**src/rtl/phase_sequencer.sv**
```systemverilog
// phase_sequencer: multi-cycle control FSM for the MIPS core.
// Issues single-cycle enables to the IR, register file and PC, and handshakes
// with the memory port for instruction fetch and load/store access.
// Optional build macro PHASE_SEQ_TIMEOUT_EN adds a memory-ack watchdog that
// halts the sequencer and raises a sticky err flag. Without the macro, the
// sequencer waits for mem_ack indefinitely and err is tied low.
module phase_sequencer #(
    parameter int CNT_W       = 16,
    parameter int MEM_TIMEOUT = 255
) (
    input  logic             clk,
    input  logic             rst_n,
    input  logic             start,
    input  logic             halt_req,
    input  logic             stall,
    input  logic             is_mem,
    input  logic             mem_ack,
    output logic             mem_req,
    output logic             ifetch,
    output logic             ir_en,
    output logic             reg_en,
    output logic             pc_en,
    output logic             busy,
    output logic             err,
    output logic [2:0]       phase,
    output logic [CNT_W-1:0] instr_count
);

    typedef enum logic [2:0] {
        IDLE   = 3'd0,
        FETCH  = 3'd1,
        DECODE = 3'd2,
        DMEM   = 3'd3,
        WB     = 3'd4,
        PCUPD  = 3'd5,
        HALTED = 3'd6
    } state_t;

    state_t state;
    state_t next_state;
    logic   count_inc;
    logic   timeout_hit;

    // Reject out-of-range timeout values at elaboration time.
    if (MEM_TIMEOUT < 1 || MEM_TIMEOUT > 65535) begin : g_bad_timeout
        $error("phase_sequencer: MEM_TIMEOUT must be in 1..65535");
    end

    // State register; reset abandons any in-flight transaction.
    always_ff @(posedge clk or negedge rst_n) begin
        if (!rst_n) begin
            state <= IDLE;
        end else begin
            state <= next_state;
        end
    end

    // Next-state and enable decode. Stall freezes only the non-memory states,
    // so an in-flight memory access always completes.
    always_comb begin
        next_state = state;
        mem_req    = 1'b0;
        ifetch     = 1'b0;
        ir_en      = 1'b0;
        reg_en     = 1'b0;
        pc_en      = 1'b0;
        count_inc  = 1'b0;
        case (state)
            IDLE: begin
                if (start) next_state = FETCH;
            end
            FETCH: begin
                mem_req = 1'b1;
                ifetch  = 1'b1;
                if (mem_ack) begin
                    ir_en      = 1'b1;
                    next_state = DECODE;
                end else if (timeout_hit) begin
                    next_state = HALTED;
                end
            end
            DECODE: begin
                if (!stall) next_state = is_mem ? DMEM : WB;
            end
            DMEM: begin
                mem_req = 1'b1;
                if (mem_ack) begin
                    next_state = WB;
                end else if (timeout_hit) begin
                    next_state = HALTED;
                end
            end
            WB: begin
                if (!stall) begin
                    reg_en     = 1'b1;
                    next_state = PCUPD;
                end
            end
            PCUPD: begin
                if (!stall) begin
                    pc_en      = 1'b1;
                    count_inc  = 1'b1;
                    next_state = halt_req ? HALTED : FETCH;
                end
            end
            HALTED: begin
                if (start) next_state = FETCH;
            end
            default: next_state = IDLE;
        endcase
    end

    // Retired-instruction counter; wraps naturally at 2^CNT_W.
    always_ff @(posedge clk or negedge rst_n) begin
        if (!rst_n) begin
            instr_count <= '0;
        end else if (count_inc) begin
            instr_count <= instr_count + 1'b1;
        end
    end

    assign phase = state;
    assign busy  = (state != IDLE) && (state != HALTED);

`ifdef PHASE_SEQ_TIMEOUT_EN
    localparam logic [15:0] WAIT_LAST = 16'(MEM_TIMEOUT - 1);

    logic [15:0] wait_cnt;
    logic        err_q;

    assign timeout_hit = ((state == FETCH) || (state == DMEM)) && !mem_ack
                         && (wait_cnt == WAIT_LAST);

    // Wait counter restarts on every state change and counts unacked cycles.
    always_ff @(posedge clk or negedge rst_n) begin
        if (!rst_n) begin
            wait_cnt <= '0;
        end else if (next_state != state) begin
            wait_cnt <= '0;
        end else if (((state == FETCH) || (state == DMEM)) && !mem_ack) begin
            wait_cnt <= wait_cnt + 16'd1;
        end
    end

    // Sticky timeout flag, cleared when execution is restarted from HALTED.
    always_ff @(posedge clk or negedge rst_n) begin
        if (!rst_n) begin
            err_q <= 1'b0;
        end else if (timeout_hit) begin
            err_q <= 1'b1;
        end else if ((state == HALTED) && start) begin
            err_q <= 1'b0;
        end
    end

    assign err = err_q;
`else
    assign timeout_hit = 1'b0;
    assign err         = 1'b0;
`endif

endmodule
```
**config.mk**
```make
export PLATFORM = sky130hd
export DESIGN_NAME = phase_sequencer
export DESIGN_NICKNAME = d
export VERILOG_FILES = /design/src/rtl/phase_sequencer.sv
export SDC_FILE = /design/constraint.sdc
export NUM_CORES = 1
export LEC_CHECK = 0
export CELL_PAD_IN_SITES_DETAIL_PLACEMENT = 1
export CELL_PAD_IN_SITES_GLOBAL_PLACEMENT = 1
export CORE_UTILIZATION = 34
export CTS_CLUSTER_SIZE = 14
export DETAILED_ROUTE_END_ITERATION = 16
export GPL_TIMING_DRIVEN = 1
export PLACE_DENSITY = 0.75
export SYNTH_ARGS = -nofsm -noshare
export SYNTH_HDL_FRONTEND = slang
export SYNTH_SLANG_ARGS = --single-unit
```
**constraint.sdc**
```tcl
create_clock -name clk -period 1.9 [get_ports clk]
set_input_delay 0.285 -clock clk [delete_from_list [all_inputs] [get_ports clk]]
set_output_delay 0.285 -clock clk [all_outputs]
set_load 0.01 [all_outputs]
```
==> impl_metrics.env <==
export IMPL_status="complete, but fails checks"
export IMPL_violations="design-rule violations"
export IMPL_overflow=0
export IMPL_yosysTopAreaCell="dfrtp_1"
export IMPL_cts_tree="built"
export IMPL_synth_distinct_cells=33
export IMPL_diodes=0
export IMPL_synth_ff_type="dfrtp_1"
export IMPL_async_flop_share=1.00
export IMPL_path_max_fanout=8
export IMPL_layout_drive_gt1_share=0.123
export IMPL_timing_fmax_mhz=557
export IMPL_hold_path_class="primary input to asynchronous set/reset pin"
export IMPL_wirelength_mm=2.30
export IMPL_hold_violations=0
export IMPL_viasPerCell=5.18
export IMPL_slowest_stage="clkdlybuf4s50_1"
export IMPL_num_rows=19
export IMPL_drt_iter0_markers=32
export IMPL_antenna_found_initial=0
export IMPL_drv_slew=0
export IMPL_detail_route_antenna_nets=0
export IMPL_cp_required_ns=1.62
export IMPL_fp_dieW_um=56.8
export IMPL_postPlaceCellArea_um2=1390
export IMPL_track_usage=0.162
export IMPL_clock_skew_final_ns=0.00551
export IMPL_stdcell_area_um2=1430
export IMPL_synth_seq_area_share=0.466
export IMPL_place_congestion=0.746
export IMPL_ios=33
export IMPL_nets=147
export IMPL_ys_top_cells_by_area="dfrtp_1 (47%), xnor2_1 (7.7%), xor2_1 (5.2%)"
export IMPL_max_cap_viol_count=0
export IMPL_critPathKind="flip-flop to output pin"
export IMPL_cts_buffers=3
export IMPL_ys_warn_count=0
export IMPL_rsz0062_at_grt="false"
export IMPL_hold_buffers=0
export IMPL_crit_chain="buf_4 -> clkdlybuf4s50_1"
export IMPL_dr_total_vias=875
export IMPL_endpoint_kind="output pin"
export IMPL_root_buffer="clkbuf_4"
export IMPL_max_stage_delay_ns=0.53
export IMPL_ys_seq_elements=19
export IMPL_arrival_ns=1.51
export IMPL_start_util=0.364
export IMPL_setup_viol=0
export IMPL_die_h_um=56.8
export IMPL_ys_top_cells_by_count="dfrtp_1 (19), xnor2_1 (9), nand2_1 (6), nor2b_1 (6), xor2_1 (6)"
export IMPL_dp_hpwl_mm=1.74
export IMPL_synth_area_per_cell_um2=10.4
export IMPL_critPathLaunchType="flip-flop"
export IMPL_grt_pass1_vias=901
export IMPL_fin_hold_ws_ns=0.320
export IMPL_syn_cell_area_um2=1020
export IMPL_remaining_drc_errors=7
export IMPL_yosys_area_top_type_share=0.466
export IMPL_clkLatencyLatePin_ns=0.29
export IMPL_path_buf_inv=2
export IMPL_synth_most_common_cell="dfrtp_1"
export IMPL_netlist_instances=98
export IMPL_portBuffers=31
export IMPL_die_area_um2=3220
export IMPL_firstDrtPassIters=10
export IMPL_syn2layout_area_growth_pct=40.5
export IMPL_power_density_nw_per_um2=985
export IMPL_cts_htree_levels=1
export IMPL_synth_enable_flop_cells=0
export IMPL_irDropWorstVdd_mv=0.556
export IMPL_grt_pass1_wl_mm=4.05
export IMPL_cts_sinks=19
export IMPL_min_period_ns=1.79
export IMPL_grt_max_degree=20
export IMPL_wl_per_cell_um=13.6
export IMPL_cts_buffer_depth=2
export IMPL_power_leakage_nw=0.689
export IMPL_timing_final_crit_share=0.945
export IMPL_cp_top_family="buffers and inverters"
export IMPL_clk_pin_slew_ns=0.11
export IMPL_coreArea_um2=2810
export IMPL_syn_num_nets=106
==> cells in the final DEF, fill, tap and decap left out, drive strengths merged, types with 2 or more instances in the layout <==
cell           count
clkdlybuf4s50     24
xnor2              9
a21oi              2
buf               11
dfrtp             19
and4               2
nand4              5
nor2               4
clkbuf             4
dlygate4sd2        5
nor3               4
nand3              3
o21ai              2
and3               5
nor3b              3
nand2              6
nor2b              6
xor2               6
nand2b             2
dlymetal6s2s       2
==> registers in the layout, indices dropped and copies added, names as in the netlist <==
name and flops:
instr_count 16, phase 3
==> report_power, final <==
part / internal (W) / switching [W] / leakage [nW]
combinational: 0.000368 / 0.000272 / 0.419
clock: 0.0000816 / 0.000119 / 0.0150
sequential: 0.000467 / 0.000103 / 0.255
total: 0.000917 / 0.000494 / 0.689
==> layer usage <==
layer  global-route usage  vias up  wire [um]
met5                    0        -          0
met4               0.0836        0         48
met3               0.0161        4        111
met1                0.207      418       1060
li1                     -      422          -
met2                0.270       31       1080
==> per-stage QoR <==
step | util | setup TNS, ns | power, W | instances | setup slack, ns
finish | 0.511 | 0 | 0.00141 | 169 | 0.105
global route | 0.511 | 0 | 0.00152 | 169 | 0.0209
CTS | 0.509 | 0 | 0.00143 | 169 | 0.0219
detailed placement | 0.496 | -0.305 | 0.00124 | 163 | -0.0493
global placement | 0.496 | -0.0993 | 0.00122 | 163 | -0.0252
floorplan | - | 0 | 0.000891 | 98 | 0.310
==> cells by family after synthesis <==
logic type	synth area share
buffers and inverters	0.0442
and+or+nand+nor	0.252
xor gates and xnor gates	0.129
muxes	0.0209
other	0.00368
adders and majority gates	0.0123
DFF	0.466
AOI/OAI and AO/OA	0.0724
==> path summary, 6_finish.rpt <==
check	from	to	slack (ns)	depth (start not counted)
min in group clk	instr_count[15]$_DFFE_PN0P_	instr_count[15]$_DFFE_PN0P_	0.48	1
setup / recovery	phase[0]$_DFFE_PN0P_	phase[0]	0.11	2
max in group asynchronous	rst_n	phase[1]$_DFFE_PN0P_	1.35	2
setup reg to reg	phase[1]$_DFFE_PN0P_	instr_count[10]$_DFFE_PN0P_	0.24	6
hold reg to reg	instr_count[15]$_DFFE_PN0P_	instr_count[15]$_DFFE_PN0P_	0.48	1
hold / removal	rst_n	instr_count[15]$_DFFE_PN0P_	0.32	2
==> final cells by class <==
type	count	area, um2
timing repair buffer	42	392
clock buffer	4	26.3
fill	339	1370
tap	31	38.8
multi-input combinational	73	499
sequential	19	477
==> repair_timing <==
item / CTS / global route
buffers inserted: 2 / 0
gates resized for setup: 6 / 2
pin swaps: 1 / 0
cloned: 0 / 0
setup endpoints to repair: 6 / 2
No activity file was read; power rests on OpenSTA's default activity.
